## config.mk

```make
export PLATFORM = sky130hd
export DESIGN_NAME = main_fsm
export DESIGN_NICKNAME = d
export VERILOG_FILES = /design/src/rtl/main_fsm.sv
export SDC_FILE = /design/constraint.sdc
export NUM_CORES = 1
export LEC_CHECK = 0
export BUFFER_PORTS_ARGS = -buffer_cell sky130_fd_sc_hd__buf_4
export CORE_MARGIN = 3
export CORE_UTILIZATION = 50
export CTS_BUF_LIST = sky130_fd_sc_hd__clkbuf_8
export DETAILED_ROUTE_END_ITERATION = 10
export PLACE_DENSITY = 0.78
export SYNTH_ARGS = -nofsm -noshare
export SYNTH_HDL_FRONTEND = slang
export SYNTH_SLANG_ARGS = --single-unit
```

## constraint.sdc

```tcl
create_clock -name clk -period 3 [get_ports clk]
set_input_delay 0 -clock clk [delete_from_list [all_inputs] [get_ports clk]]
set_output_delay 0 -clock clk [all_outputs]
set_load 0.05 [all_outputs]
```

## src/rtl/main_fsm.sv

```systemverilog
// ============================================================================
//  Module      : main_fsm
//  Description : Multi-cycle sequencer for the ARM datapath. It walks each
//                instruction through fetch/decode/execute/memory/writeback,
//                stalls on MemReady, traps on illegal opcodes and counts
//                retired instructions.
//  Revision    : 1.0  initial release
// ============================================================================
`default_nettype none

module main_fsm #(
    parameter int CNT_W = 32
) (
    input  logic             clk,
    input  logic             reset,
    input  logic [1:0]       Op,
    input  logic [5:0]       Funct,
    input  logic             MemReady,
    output logic             IRWrite,
    output logic             NextPC,
    output logic             AdrSrc,
    output logic             ALUSrcA,
    output logic [1:0]       ALUSrcB,
    output logic [1:0]       ResultSrc,
    output logic             ALUOp,
    output logic             RegW,
    output logic             MemW,
    output logic             Branch,
    output logic             Illegal,
    output logic [3:0]       State,
    output logic [CNT_W-1:0] InstrRetired
);

    localparam logic [3:0] c_ST_FETCH  = 4'd0;
    localparam logic [3:0] c_ST_DECODE = 4'd1;
    localparam logic [3:0] c_ST_MEMADR = 4'd2;
    localparam logic [3:0] c_ST_MEMRD  = 4'd3;
    localparam logic [3:0] c_ST_MEMWB  = 4'd4;
    localparam logic [3:0] c_ST_MEMWR  = 4'd5;
    localparam logic [3:0] c_ST_EXECR  = 4'd6;
    localparam logic [3:0] c_ST_EXECI  = 4'd7;
    localparam logic [3:0] c_ST_ALUWB  = 4'd8;
    localparam logic [3:0] c_ST_BRANCH = 4'd9;
    localparam logic [3:0] c_ST_TRAP   = 4'd10;

    localparam logic [CNT_W-1:0] c_CNT_ONE = {{(CNT_W-1){1'b0}}, 1'b1};

    logic [3:0]       r_state;
    logic [CNT_W-1:0] r_retired;
    logic [3:0]       w_next;
    logic             w_retire;

    // Funct[4:1] belong to the ALU decoder, not to sequencing.
    logic w_unused;
    assign w_unused = &{1'b0, Funct[4:1]};

    always_comb begin
        w_next   = c_ST_FETCH;
        w_retire = 1'b0;
        case (r_state)
            c_ST_FETCH:  w_next = MemReady ? c_ST_DECODE : c_ST_FETCH;
            c_ST_DECODE: begin
                case (Op)
                    2'b00:   w_next = Funct[5] ? c_ST_EXECI : c_ST_EXECR;
                    2'b01:   w_next = c_ST_MEMADR;
                    2'b10:   w_next = c_ST_BRANCH;
                    default: w_next = c_ST_TRAP;
                endcase
            end
            c_ST_MEMADR: w_next = Funct[0] ? c_ST_MEMRD : c_ST_MEMWR;
            c_ST_MEMRD:  w_next = MemReady ? c_ST_MEMWB : c_ST_MEMRD;
            c_ST_MEMWR: begin
                w_next   = MemReady ? c_ST_FETCH : c_ST_MEMWR;
                w_retire = MemReady;
            end
            c_ST_EXECR:  w_next = c_ST_ALUWB;
            c_ST_EXECI:  w_next = c_ST_ALUWB;
            c_ST_MEMWB, c_ST_ALUWB, c_ST_BRANCH: begin
                w_next   = c_ST_FETCH;
                w_retire = 1'b1;
            end
            c_ST_TRAP:   w_next = c_ST_TRAP;
            default:     w_next = c_ST_FETCH;
        endcase
    end

    always_ff @(posedge clk) begin
        if (!reset) begin
            r_state   <= c_ST_FETCH;
            r_retired <= '0;
        end else begin
            r_state <= w_next;
            if (w_retire) begin
                r_retired <= r_retired + c_CNT_ONE;
            end
        end
    end

    // Write/fetch enables are suppressed for the whole cycle reset is held low.
    always_comb begin
        IRWrite   = 1'b0;
        NextPC    = 1'b0;
        AdrSrc    = 1'b0;
        ALUSrcA   = 1'b0;
        ALUSrcB   = 2'b00;
        ResultSrc = 2'b00;
        ALUOp     = 1'b0;
        RegW      = 1'b0;
        MemW      = 1'b0;
        Branch    = 1'b0;
        Illegal   = 1'b0;
        case (r_state)
            c_ST_FETCH: begin
                ALUSrcA   = 1'b1;
                ALUSrcB   = 2'b10;
                ResultSrc = 2'b10;
                IRWrite   = MemReady & reset;
                NextPC    = MemReady & reset;
            end
            c_ST_DECODE: begin
                ALUSrcA   = 1'b1;
                ALUSrcB   = 2'b10;
                ResultSrc = 2'b10;
            end
            c_ST_MEMADR: ALUSrcB = 2'b01;
            c_ST_MEMRD:  AdrSrc  = 1'b1;
            c_ST_MEMWB: begin
                ResultSrc = 2'b01;
                RegW      = reset;
            end
            c_ST_MEMWR: begin
                AdrSrc = 1'b1;
                MemW   = reset;
            end
            c_ST_EXECR:  ALUOp = 1'b1;
            c_ST_EXECI: begin
                ALUSrcB = 2'b01;
                ALUOp   = 1'b1;
            end
            c_ST_ALUWB:  RegW = reset;
            c_ST_BRANCH: begin
                ALUSrcB   = 2'b01;
                ResultSrc = 2'b10;
                Branch    = reset;
            end
            c_ST_TRAP:   Illegal = 1'b1;
            default: ;
        endcase
    end

    assign State        = r_state;
    assign InstrRetired = r_retired;

endmodule

`default_nettype wire

```

==> results.md <==
Timing:
- After layout, the worst path uses 77.9% of the clock period.
- Timing would allow up to 0.428 GHz.
- The number of endpoints with negative hold slack in the final report is 0.
- The count of pins over their slew limit is 0.
- The final critical-path setup slack is 663 ps.
- The slew at the pin closest to its max-slew limit is 942 ps.
- Headroom to the max-slew limit came out at between 30% and 40%.
- The setup TNS is 0 ps.
- The worst hold slack is 18.3 ps.
- Across the routed clock network, the largest skew measured is 7.73 ps.
- Setup violations remaining at the end of the flow were counted as 0.
- Setup repair after global routing left no endpoint under its margin.
- The final critical delay including setup and external delays is 2340 ps.

Worst setup path:
- The worst register-to-register path has a setup slack of approximately 660 ps.
- Of all nets on the critical path, the largest fanout is 14.
- The worst register-to-register path begins at State[2]$_SDFF_PN0_.
- The worst reg-to-reg path cell count is 5.
- The type of origin of the critical path is a flip-flop.
- The data arrival time of the worst path is about 2500 ps.
- The endpoint required time on the critical path is 3210 ps.
- The timing startpoint of the critical path is State[2]$_SDFF_PN0_.
- By startpoint and endpoint, the worst setup path is classified as flip-flop to flip-flop.
- STA classifies the critical path endpoint as a flip-flop.
- The worst setup path endpoint is InstrRetired[31]$_SDFFE_PN0P_.
- The worst register-to-register path ends at InstrRetired[31]$_SDFFE_PN0P_.

Cells and area:
- Compared with the post-synthesis result, the final layout area differs by 27.1%.
- The area of all placed cells without fillers is 0.00242 mm².
- Counting the fill cells in the layout gives 308.
- The number of nets in the finished design is 308.
- The proportion of layout cells with a drive suffix above 1 is a little under a quarter.
- 0 antenna diodes ended up in the layout.

Routing:
- The detail route stage leaves a number of antenna-violating nets equal to 0.
- For this run, design rule violations remaining after detail routing come to 0.
- The detailed-routing iteration count for the pre-antenna-repair pass is 4.
- The wire length reported by the detailed router is 4460 µm.
- The detailed router finished its first iteration with 98 violations.
- The average wire per cell in the routed design is about 13 µm.
- For this block, the via count after detailed routing is approximately 1900.
- Using the TritonRoute via totals, the vias-per-cell ratio works out to between 5 and 6.

Placement:
- The number of buffer cells added on primary ports is 55.
- The HPWL after detailed placement is between 3000 and 4000 µm.
- The post-placement worst setup slack is just under 700 ps.
- The area after detailed placement is 0.00233 mm².
- The final weighted congestion in routability-driven placement is 0.828.

Pwr:
- The total design power is roughly 1.1 mW.
- The leakage power total is around 0.93 nW.
- For this design the ratio of total power to cell area is 448 mW/mm².
- Across the VDD grid, the largest voltage drop is approximately 0.39 mV.

Clock tree:
- After clock tree synthesis, the repair step resized 0 gates.
- The clock network latency to the later pin of the worst-skew pair is roughly 290 ps.
- The number of H-tree branching levels is 2.
- The clock passes through at most 2 buffers.
- Buffers inserted during clock tree synthesis total 5.
- The library cell used as clock root buffer is clkbuf_8.
- The CTS tree is done.
- The number of setup buffers added after CTS is 0.
- For this design, the CTS-stage hold fixing added 0 buffers.
- The number of sinks on the clock net is 36.
- The post-CTS clock slew at the launch and capture registers of the worst setup and hold paths is 70 ps.

Synthesis:
- The mapped netlist covers 0.00191 mm².
- The cell taking the most area after synthesis is dfxtp_1.
- The number of enable-type register cells in the synthesized netlist is 0.
- Among all flip-flop cells after synthesis, the most frequent one is dfxtp_1.
- In the post-synthesis netlist, the cell with the most instances is nor2_1.
- Sorting the synthesized cells by area gives the leading types as dfxtp_1 38%, xnor2_1 9.2%, nor2_1 8.1%.
- A synthesized cell averages between 7 and 8 µm².
- Summed over its instances, the top area cell type makes up between 30% and 40% of the synthesized netlist area.
- The register bit count reported by yosys is 36.
- The number of nets in the synthesized netlist is 257.
- The sequential-to-total area share from yosys stat is 37.8%.
- The number of distinct library cells after synthesis is 40.
- Yosys printed 0 warnings.
- Sorting the synthesized cells by how often they occur yields 41 x nor2_1, 36 x dfxtp_1, 22 x nand2_1, 20 x xnor2_1, 14 x a21oi_1.
- After synthesis, the share of flip-flops with an asynchronous set or reset is 0%.
- The instance count of the mapped netlist is 245.

Floorplanning:
- The number of cell rows is 21.
- For this design the top-level I/O count stands at 60.
- The starting utilization of the core area is 54.5%.
- The die covers 0.00459 mm².
- The region available for standard cell placement spans around 0.0035 mm².
- The die boundary height is 67.7 µm.
- The die is 67.7 µm wide.

Global route:
- The number of antenna violations at the first check in global routing was 0.
- Summed over all layers, the global routing overflow is 0.
- The maximum number of pins on one net before global-route repair is 31.
- The overall routing resource usage is 21.0%.
- The via count of the first global-routing pass is 1647.
- The wire length of the first global-routing pass is 7300 µm.

Outcome:
- The run finished with clean final reports.

Job:
- The tool flagged a number of max-cap violations equal to 0.

Min path:
- The kind of path behind the tightest hold check is input port to flip-flop.
[cell families after synthesis]
family | count (synthesis) | synth area share (%)
simple gates | 133 | 35.7
flops | 36 | 37.8
fa+ha+maj | 1 | 0.656
compound gates | 31 | 9.13
xor+xnor | 23 | 10.6
mux | 4 | 2.10
buf+inv | 17 | 4.00
[report_power, final]
part	switching [mW]	total, mW	internal (mW)
clock	0.169	0.352	0.183
sequential	0.0153	0.501	0.485
combinational	0.164	0.232	0.0686
[critical path: stages (launching register included)]
cell and delay (ps):
dfxtp_1 610, nand2b_1 230, o21a_1 240, or4_4 610, or4_1 430, a21oi_1 150
[registers in the layout (all words and copies together) (netlist names)]
| signal | count |
|---|---|
| InstrRetired | 32 |
| State | 4 |
[layer usage]
| metal | global-route usage, % | vias up | wire [µm] |
|---|---|---|---|
| met4 | 6.58 | 0 | 71 |
| li1 | - | 960 | - |
| met1 | 25.5 | 879 | 2000 |
| met2 | 34.6 | 40 | 2160 |
| met3 | 7.15 | 8 | 233 |
| met5 | 0 | - | 0 |
[layout by cell type, fill, tap and decap left out, types with 10 or more instances in the layout]
cell type | netlist | routed
nand3_1 | 10 | 10
a21oi_1 | 14 | 14
o21ai_0 | 10 | 10
nor2_1 | 41 | 41
nand2_1 | 22 | 22
nor3_1 | 12 | 12
dfxtp_1 | 36 | 36
buf_4 | 1 | 57
xnor2_1 | 20 | 20
[final cells by class]
type	instances	area (µm²)	area share, %
timing repair buffer	57	428	17.7
tap	46	57.6	2.38
clock buffer	6	82.6	3.41
clock inverter	2	10.0	0.413
inverter	4	15.0	0.620
sequential	36	721	29.8
multi-input combinational	192	1110	45.8
[worst min-delay path by stage]
stage                from  slack, ps  cells past startpoint                  end
floorplan           Op[0]        180                      2  State[0]$_SDFF_PN0_
global placement    Op[0]        300                      3  State[0]$_SDFF_PN0_
detailed placement  Op[0]        310                      3  State[0]$_SDFF_PN0_
CTS                 Op[0]          9                      3  State[0]$_SDFF_PN0_
global route        Op[0]         30                      3  State[0]$_SDFF_PN0_
finish              Op[0]         20                      3  State[0]$_SDFF_PN0_
[through the flow]
step | cells | util, %
floorplan | 245 | -
global placement | 335 | 66.7
detailed placement | 335 | 66.7
CTS | 343 | 69.3
global route | 343 | 69.3
finish | 343 | 69.3
Power figures use the tool's default switching activity.
